$ cat src/rtl/clock_meter_pkg.sv
// Shared types and defaults for the clock period meter.
package clock_meter_pkg;
  typedef enum logic [1:0] {IDLE, ARM, MEAS} state_t;
  localparam int DEFAULT_CNT_W = 28;
endpackage

$ cat src/rtl/sync_edge_detect.sv
// Synchronizes an asynchronous level into clock_in and emits registered
// one-cycle rise/fall strobes, SYNC_STAGES+1 cycles after the input edge.
module sync_edge_detect #(
  parameter int SYNC_STAGES = 2
) (
  input  logic clock_in,
  input  logic reset_n,
  input  logic sig_in,
  output logic synced,
  output logic rise,
  output logic fall
);

  logic [SYNC_STAGES-1:0] sync_q;
  logic                   last_q;

  always_ff @(posedge clock_in or negedge reset_n) begin
    if (!reset_n) begin
      sync_q <= '0;
      last_q <= 1'b0;
      rise   <= 1'b0;
      fall   <= 1'b0;
    end else begin
      sync_q <= {sync_q[SYNC_STAGES-2:0], sig_in};
      last_q <= sync_q[SYNC_STAGES-1];
      rise   <= sync_q[SYNC_STAGES-1] & ~last_q;
      fall   <= ~sync_q[SYNC_STAGES-1] & last_q;
    end
  end

  assign synced = sync_q[SYNC_STAGES-1];

endmodule

$ cat src/rtl/clock_period_meter.sv
// Measures period and high time of a slow asynchronous clock in clock_in
// cycles and flags lock once consecutive periods agree within TOL.
//
//   state | meaning
//   IDLE  | disabled, counters and lock cleared, results held
//   ARM   | waiting for the first rise to start a period
//   MEAS  | counting; each rise closes one period and starts the next
module clock_period_meter
  import clock_meter_pkg::*;
#(
  parameter int CNT_W       = DEFAULT_CNT_W,
  parameter int SYNC_STAGES = 2,
  parameter int LOCK_COUNT  = 4,
  parameter int TOL         = 0
) (
  input  logic             clock_in,
  input  logic             reset_n,
  input  logic             enable,
  input  logic             sig_in,
  output logic [CNT_W-1:0] period_out,
  output logic [CNT_W-1:0] high_out,
  output logic             meas_valid,
  output logic             locked,
  output logic             overflow
);

  localparam int               LC_W    = $clog2(LOCK_COUNT + 1);
  localparam logic [CNT_W-1:0] CNT_MAX = '1;
  localparam logic [LC_W-1:0]  LC_MAX  = LC_W'(LOCK_COUNT);
  localparam logic [CNT_W:0]   TOL_V   = (CNT_W+1)'(TOL);

  state_t           state;
  logic [CNT_W-1:0] cnt;
  logic [CNT_W-1:0] hi_hold;
  logic [LC_W-1:0]  lock_cnt;
  logic             have_prev;
  logic             rise;
  logic             fall;
  logic             unused_synced;
  logic [CNT_W:0]   diff;
  logic             period_match;
  logic             cnt_hits_max;

  sync_edge_detect #(.SYNC_STAGES(SYNC_STAGES)) u_sync (
    .clock_in (clock_in),
    .reset_n  (reset_n),
    .sig_in   (sig_in),
    .synced   (unused_synced),
    .rise     (rise),
    .fall     (fall)
  );

  // Extra bit keeps the magnitude exact for any pair of unsigned counts.
  always_comb begin
    diff = '0;
    if ({1'b0, cnt} >= {1'b0, period_out})
      diff = {1'b0, cnt} - {1'b0, period_out};
    else
      diff = {1'b0, period_out} - {1'b0, cnt};
  end

  assign period_match = (diff <= TOL_V);
  // True in the cycle whose increment lands on the saturation value.
  assign cnt_hits_max = (cnt >= CNT_MAX - CNT_W'(1));

  always_ff @(posedge clock_in or negedge reset_n) begin
    if (!reset_n) begin
      state      <= IDLE;
      cnt        <= '0;
      hi_hold    <= '0;
      lock_cnt   <= '0;
      have_prev  <= 1'b0;
      period_out <= '0;
      high_out   <= '0;
      meas_valid <= 1'b0;
      locked     <= 1'b0;
      overflow   <= 1'b0;
    end else begin
      meas_valid <= 1'b0;
      if (!enable) begin
        state     <= IDLE;
        cnt       <= '0;
        lock_cnt  <= '0;
        locked    <= 1'b0;
        overflow  <= 1'b0;
        have_prev <= 1'b0;
      end else begin
        case (state)
          IDLE: state <= ARM;
          ARM: begin
            if (rise) begin
              cnt   <= CNT_W'(1);
              state <= MEAS;
            end
          end
          MEAS: begin
            locked <= (lock_cnt == LC_MAX);
            if (rise) begin
              cnt      <= CNT_W'(1);
              overflow <= 1'b0;
              // A period that touched saturation is discarded, even if it
              // ends exactly as the counter reaches the top.
              if (overflow || cnt_hits_max) begin
                lock_cnt <= '0;
                locked   <= 1'b0;
              end else begin
                period_out <= cnt;
                high_out   <= hi_hold;
                meas_valid <= 1'b1;
                have_prev  <= 1'b1;
                if (have_prev) begin
                  if (period_match) begin
                    if (lock_cnt != LC_MAX) lock_cnt <= lock_cnt + LC_W'(1);
                  end else begin
                    lock_cnt <= '0;
                    locked   <= 1'b0;
                  end
                end
              end
            end else begin
              if (fall) hi_hold <= cnt;
              if (cnt != CNT_MAX) cnt <= cnt + CNT_W'(1);
              if (cnt_hits_max) begin
                overflow <= 1'b1;
                lock_cnt <= '0;
                locked   <= 1'b0;
              end
            end
          end
          default: state <= IDLE;
        endcase
      end
    end
  end

endmodule

$ cat config.mk
export PLATFORM = sky130hd
export DESIGN_NAME = clock_period_meter
export DESIGN_NICKNAME = d
export VERILOG_FILES = /design/src/rtl/clock_meter_pkg.sv /design/src/rtl/sync_edge_detect.sv /design/src/rtl/clock_period_meter.sv
export SDC_FILE = /design/constraint.sdc
export NUM_CORES = 1
export LEC_CHECK = 0
export BUFFER_PORTS_ARGS = -buffer_cell sky130_fd_sc_hd__buf_2
export CORE_MARGIN = 2
export CORE_UTILIZATION = 40
export DETAILED_ROUTE_END_ITERATION = 10
export GPL_ROUTABILITY_DRIVEN = 0
export PLACE_DENSITY_LB_ADDON = 0.2
export SLEW_MARGIN = 20
export SYNTH_ARGS = -nofsm -noshare
export SYNTH_HDL_FRONTEND = slang
export SYNTH_SLANG_ARGS = --single-unit
export TNS_END_PERCENT = 100
$ cat constraint.sdc
create_clock -name clock_in -period 4.2 [get_ports clock_in]
set_input_delay 0.42 -clock clock_in [delete_from_list [all_inputs] [get_ports clock_in]]
set_output_delay 0.42 -clock clock_in [all_outputs]
set_load 0.01 [all_outputs]
# Word-level counts from Yosys, hierarchy flattened
# Cells that the tools add are included.
# op_classes
addsub	4
n_reduce_logical	9
n_eq_ne	15
mux	36
magnitude_cmp	3
bitwise_logic	6
# ops
operator	count
2-to-1 mux 28 bit	4
subtractor 28 x 28 -> 29 bit	2
case mux 28 bit (2 select lines)	1
less-or-equal comparator 29 x 1 -> 1 bit (second input constant)	1
2-to-1 mux 29 bit	1
adder 28 x 1 -> 28 bit (second input constant)	1
greater-or-equal comparator 28 bit	1
greater-or-equal comparator 28 bit (second input constant)	1
!= test 28 bit (second input constant)	1
2-to-1 mux 3 bit	8
2-to-1 mux 1 bit	19
AND reduction 4 bit	3
!= test 3 x 1 -> 1 bit (second input constant)	2
case mux 2 bit (3 select lines)	1
AND reduction 3 bit	2
!= test 5 bit (second input constant)	1
2-to-1 mux 2 bit	2
!= test 2 x 1 -> 1 bit (second input constant)	2
!= test 2 bit (second input constant)	2
!= test 4 x 3 -> 1 bit (second input constant)	1
!= test 4 bit (second input constant)	1
NOT 1 bit	4
AND reduction 2 bit	2
adder 3 x 1 -> 3 bit (second input constant)	1
8 further kinds	9
# word_totals
input_bits	4
register_bits	126
output_inout_bits	59
wordCells	87

# Longest topological paths before layout
# logic_depth
depth_word	9
depth_mapped	13
ltp_nobuf	12

# Cells and area by module
# Synthesis repeated with hierarchy kept, for this count alone.
# hier_totals
cells_unflattened	1091
hier_area_um2	8720.9
# by_module_without_submodules
module	area_per_inst_um2	seq_area_each_um2	cells_each	n_inst
clock_period_meter	8580.7	3027.9	1084	1
sync_edge_detect	140.1	125.1	7	1

# Worst setup path after synthesis
# OpenSTA, ideal clock, no wires.
# synth_path
kind	reg-to-reg
from	register period_out[2]
to	register lock_cnt[0]
t_required_ns	4.122
setup_time_ns	0.078
path_stages_with_launch	14
period_less_slack_ns	3.246
path_buffers	1
arrival_time_ns	3.168
path_slack_ns	0.954
path_cell_list	dfrtp_1 -> inv_1 -> ha_1 -> buf_6 -> a21o_1 -> a2111o_1 -> a211oi_2 -> o21ai_2 -> xnor2_2 -> o2111ai_1 -> a2111o_1 -> o41ai_4 -> nand4_1 -> a21oi_1
# synth_via
elab_chain_cells	9
word_cells_on_any_way	13
classes_between	add/sub: 2; order compare: 2; eq/ne: 1; mux: 7; reduce/logical: 1
# synth_rtl
element	line	text
start: declaration	clock_period_meter.sv:20	output logic [CNT_W-1:0] period_out,
start signal: assignment	clock_period_meter.sv:107	period_out <= cnt;
subtractor 28 x 28 -> 29 bit, or another cell as far along	clock_period_meter.sv:59	diff = {1'b0, period_out} - {1'b0, cnt};
2-to-1 mux 29 bit *	clock_period_meter.sv:56	if ({1'b0, cnt} >= {1'b0, period_out})
less-or-equal comparator 29 x 1 -> 1 bit *	clock_period_meter.sv:62	assign period_match = (diff <= TOL_V);
2-to-1 mux 3 bit	clock_period_meter.sv:112	if (period_match) begin
2-to-1 mux 3 bit	clock_period_meter.sv:111	if (have_prev) begin
2-to-1 mux 3 bit	clock_period_meter.sv:103	if (overflow || cnt_hits_max) begin
2-to-1 mux 3 bit	clock_period_meter.sv:98	if (rise) begin
2-to-1 mux 3 bit	clock_period_meter.sv:88	case (state)
2-to-1 mux 3 bit	clock_period_meter.sv:80	if (!enable) begin
end signal: assignment	clock_period_meter.sv:113	if (lock_cnt != LC_MAX) lock_cnt <= lock_cnt + LC_W'(1);
end: declaration	clock_period_meter.sv:35	logic [LC_W-1:0] lock_cnt;
# Every way passes the cells marked *; elsewhere a longest branch is shown, timed or not. The select of a mux whose other input is x is not followed.
# A chain may end at the register's enable or synchronous reset.

# Worst setup path in the final report
# layout_path
from	register period_out[14]
to	register lock_cnt[0]
# Same word-level chain as after synthesis.

==> reports/metrics.cfg <==
[cts]
cts.sinks = 126
worstSkewPairLatency_ps = 410
numCtsBuffers = 17
cts_resized = 0
htree_levels = 4
path_clk_slew_ps = 60
ctsHoldBuffers = 0
cts_buffer_depth = 2
cts_tree = yes
cts_setup_buffers = 0
root_buffer = clkbuf_16

[setup_path]
r2r_end = lock_cnt[0]
r2r.worst_path.cells = 12
end_kind = flip-flop
required_ps = 4530
crit_arrival_ps = 4210
worst-path-max-fanout = 13
path_class = flip-flop to flip-flop
cp-start-kind = flip-flop
r2r_start = period_out[14]
r2r_setup_slack_ps = 320

[synthesis]
muxShareOfSynthArea = 0.00369
ys_seq_elements = 126
syn_area_per_cell_um2 = 8.11
synth_xor_area_frac = 0.0453
synth-simple-area-share = 0.212
syn_area_um2 = 8480
synthTopCellsByCount = nand2_1 (200), dfrtp_1 (126), o21ai_0 (105), a21oi_1 (75), inv_1 (71)
yosysWarnings = 0
synth_top_family_by_area = compound AO/OA/AOI/OAI gates
async_reset_ff_frac = 1.00
synth_ff_type = dfrtp_1
synthAdderAreaFrac = 0.0885
synth_most_common_cell = nand2_1
synth_compound_area_frac = 0.220
syn_nets = 1110
synth_cells = 1046
synth_edf_count = 0
ys_seq_area_frac = 0.372
yosys-top-cells-area = dfrtp_1 (37%), ha_1 (8.9%), nand2_1 (8.9%)
synth_top_area_share = 0.372
yosys.area.top_type = dfrtp_1
yosys.cell_types.count = 76

[timing]
setup_tns_ps = 0
setup_viol = 0
post-route-min-period_ps = 3880
fmaxAchievable_mhz = 258
slew_headroom = 0.360
hold_violations = 0
fin_ws_ps = 322
period_share = 0.923
tightest_slew_ps = 960
grt_setup_unrepaired = no
slew_violations = 0
fin_worst_skew_ps = 12.9

[floorplan]
die_h_um = 150
dieArea_um2 = 22400
rows = 53
initial_core_util = 0.406
boundaryPins = 63
die_x_um = 150
design.core.area_um2 = 20900

[worst_hold_path]
min_path_type = input pin to async pin

[final_layout]
antennaDiodeCount = 0
nFillCells = 2103
layout.cells.non_filler = 1380
syn2layout_area_growth_pct = 13.7
drive_gt1_frac = 0.118
nets = 1156
finish.utilization = 0.462

[global_routing]
grt_max_degree = 104
grt_pass1_vias = 7414
grt_overflow = 0
grt_usage = 0.228
grt_pass1_wl_um = 40200
antenna_found_initial = 0

[placement]
place_hpwl_um = 19000
dp.cells = 1348
place.port_buffers = 62
place_ws_ps = 359

[power]
power_density_nw_per_um2 = 306
power.total_mw = 2.95
p_leak_nw = 4.71
peakVddDrop_v = 0.000233

[routing]
vias_per_cell = 5.56
dr.pass1.iters = 5
wl_per_cell_um = 17.9
drc = 0
ant_nets = 0
routed-via-count = 7669
wirelength_um = 24700
drtIter0Drc = 577

[run_status]
status = complete, no violations

[run]
maxCapViolations = 0

==> cell type report <==
cell class	instances	area [um^2]	share of cell area
clock buffer	17	425	0.0441
clock inverter	15	181	0.0188
inverter	72	270	0.0280
multi-input combinational	797	4830	0.501
sequential	126	3150	0.327
tap	275	344	0.0357
timing repair buffer	78	437	0.0453
==> critical path, stage by stage, from the launching register on <==
cell	delay (ps)
dfrtp_1	410
inv_1	60
ha_1	560
nand2_1	270
or3_1	440
a211o_1	280
o211a_2	170
a211oi_2	380
o22ai_1	170
a211o_1	280
a22oi_1	410
nand4_1	200
a21oi_1	180
==> through the flow <==
stage	instance area [um^2]	hold WS, ps
global placement	9040	361
detailed placement	9040	350
CTS	9650	103
global route	9650	99.0
floorplan	8480	124
finish	9650	115
==> worst max-delay path by stage <==
stage / start / to
final: period_out[14] / lock_cnt[0]
after global routing: period_out[20] / lock_cnt[0]
after CTS: period_out[14] / lock_cnt[0]
after detailed placement: period_out[14] / lock_cnt[1]
after global placement: period_out[14] / lock_cnt[0]
after floorplan: period_out[2] / lock_cnt[0]
==> power by group <==
part,switching (mW),internal (mW)
clock network,0.574,0.941
registers,0.00996,1.22
logic,0.129,0.0761
==> cells in the final DEF, fill, tap and decap left out, drive strengths merged, types with 3 or more instances in the layout <==
cell type and instances:
nand3 19, and4 6, o21bai 5, nand2b 3, clkinv 6, a211o 6, a31oi 8, xnor2 34
buf 78, xor2 9, o211a 3, a21o 16, o31ai 6, ha 60, and2 9, nand4 24
nor3 16, or4 3, nor4 8, a211oi 10, nand2 200, a21oi 75, and3 11, o21ai 115
o21a 13, dfrtp 126, bufinv 3, o2111ai 4, clkbuf 17, nor2b 8, inv 76, nor2 64
or3 10, a2111oi 4, o211ai 5, or2 4
==> per-layer routing <==
layer	global-route usage	vias up	routed length, um
met5	0	-	0
met4	0.0648	0	535
met3	0.0485	40	1420
met2	0.371	232	11500
met1	0.306	3654	11200
li1	-	3743	-
==> sequential cells by signal (all words and copies together), names as in the netlist <==
| name | flops |
|---|---|
| locked | 1 |
| state | 2 |
| u_sync.sync_q | 2 |
| period_out | 28 |
| hi_hold | 28 |
| meas_valid | 1 |
| u_sync.fall | 1 |
| have_prev | 1 |
| overflow | 1 |
| cnt | 28 |
| lock_cnt | 3 |
| high_out | 28 |
| u_sync.last_q | 1 |
| u_sync.rise | 1 |
==> logic make-up (layout without fill, tap and decap cells) <==
| group | Yosys count | in the layout |
|---|---|---|
| xor+xnor | 43 | 43 |
| simple gates | 393 | 393 |
| mux | 3 | 3 |
| flops | 126 | 126 |
| compound gates | 298 | 298 |
| fa+ha+maj | 60 | 60 |
| buf+inv | 123 | 182 |
(Power assumes the default switching activity.)
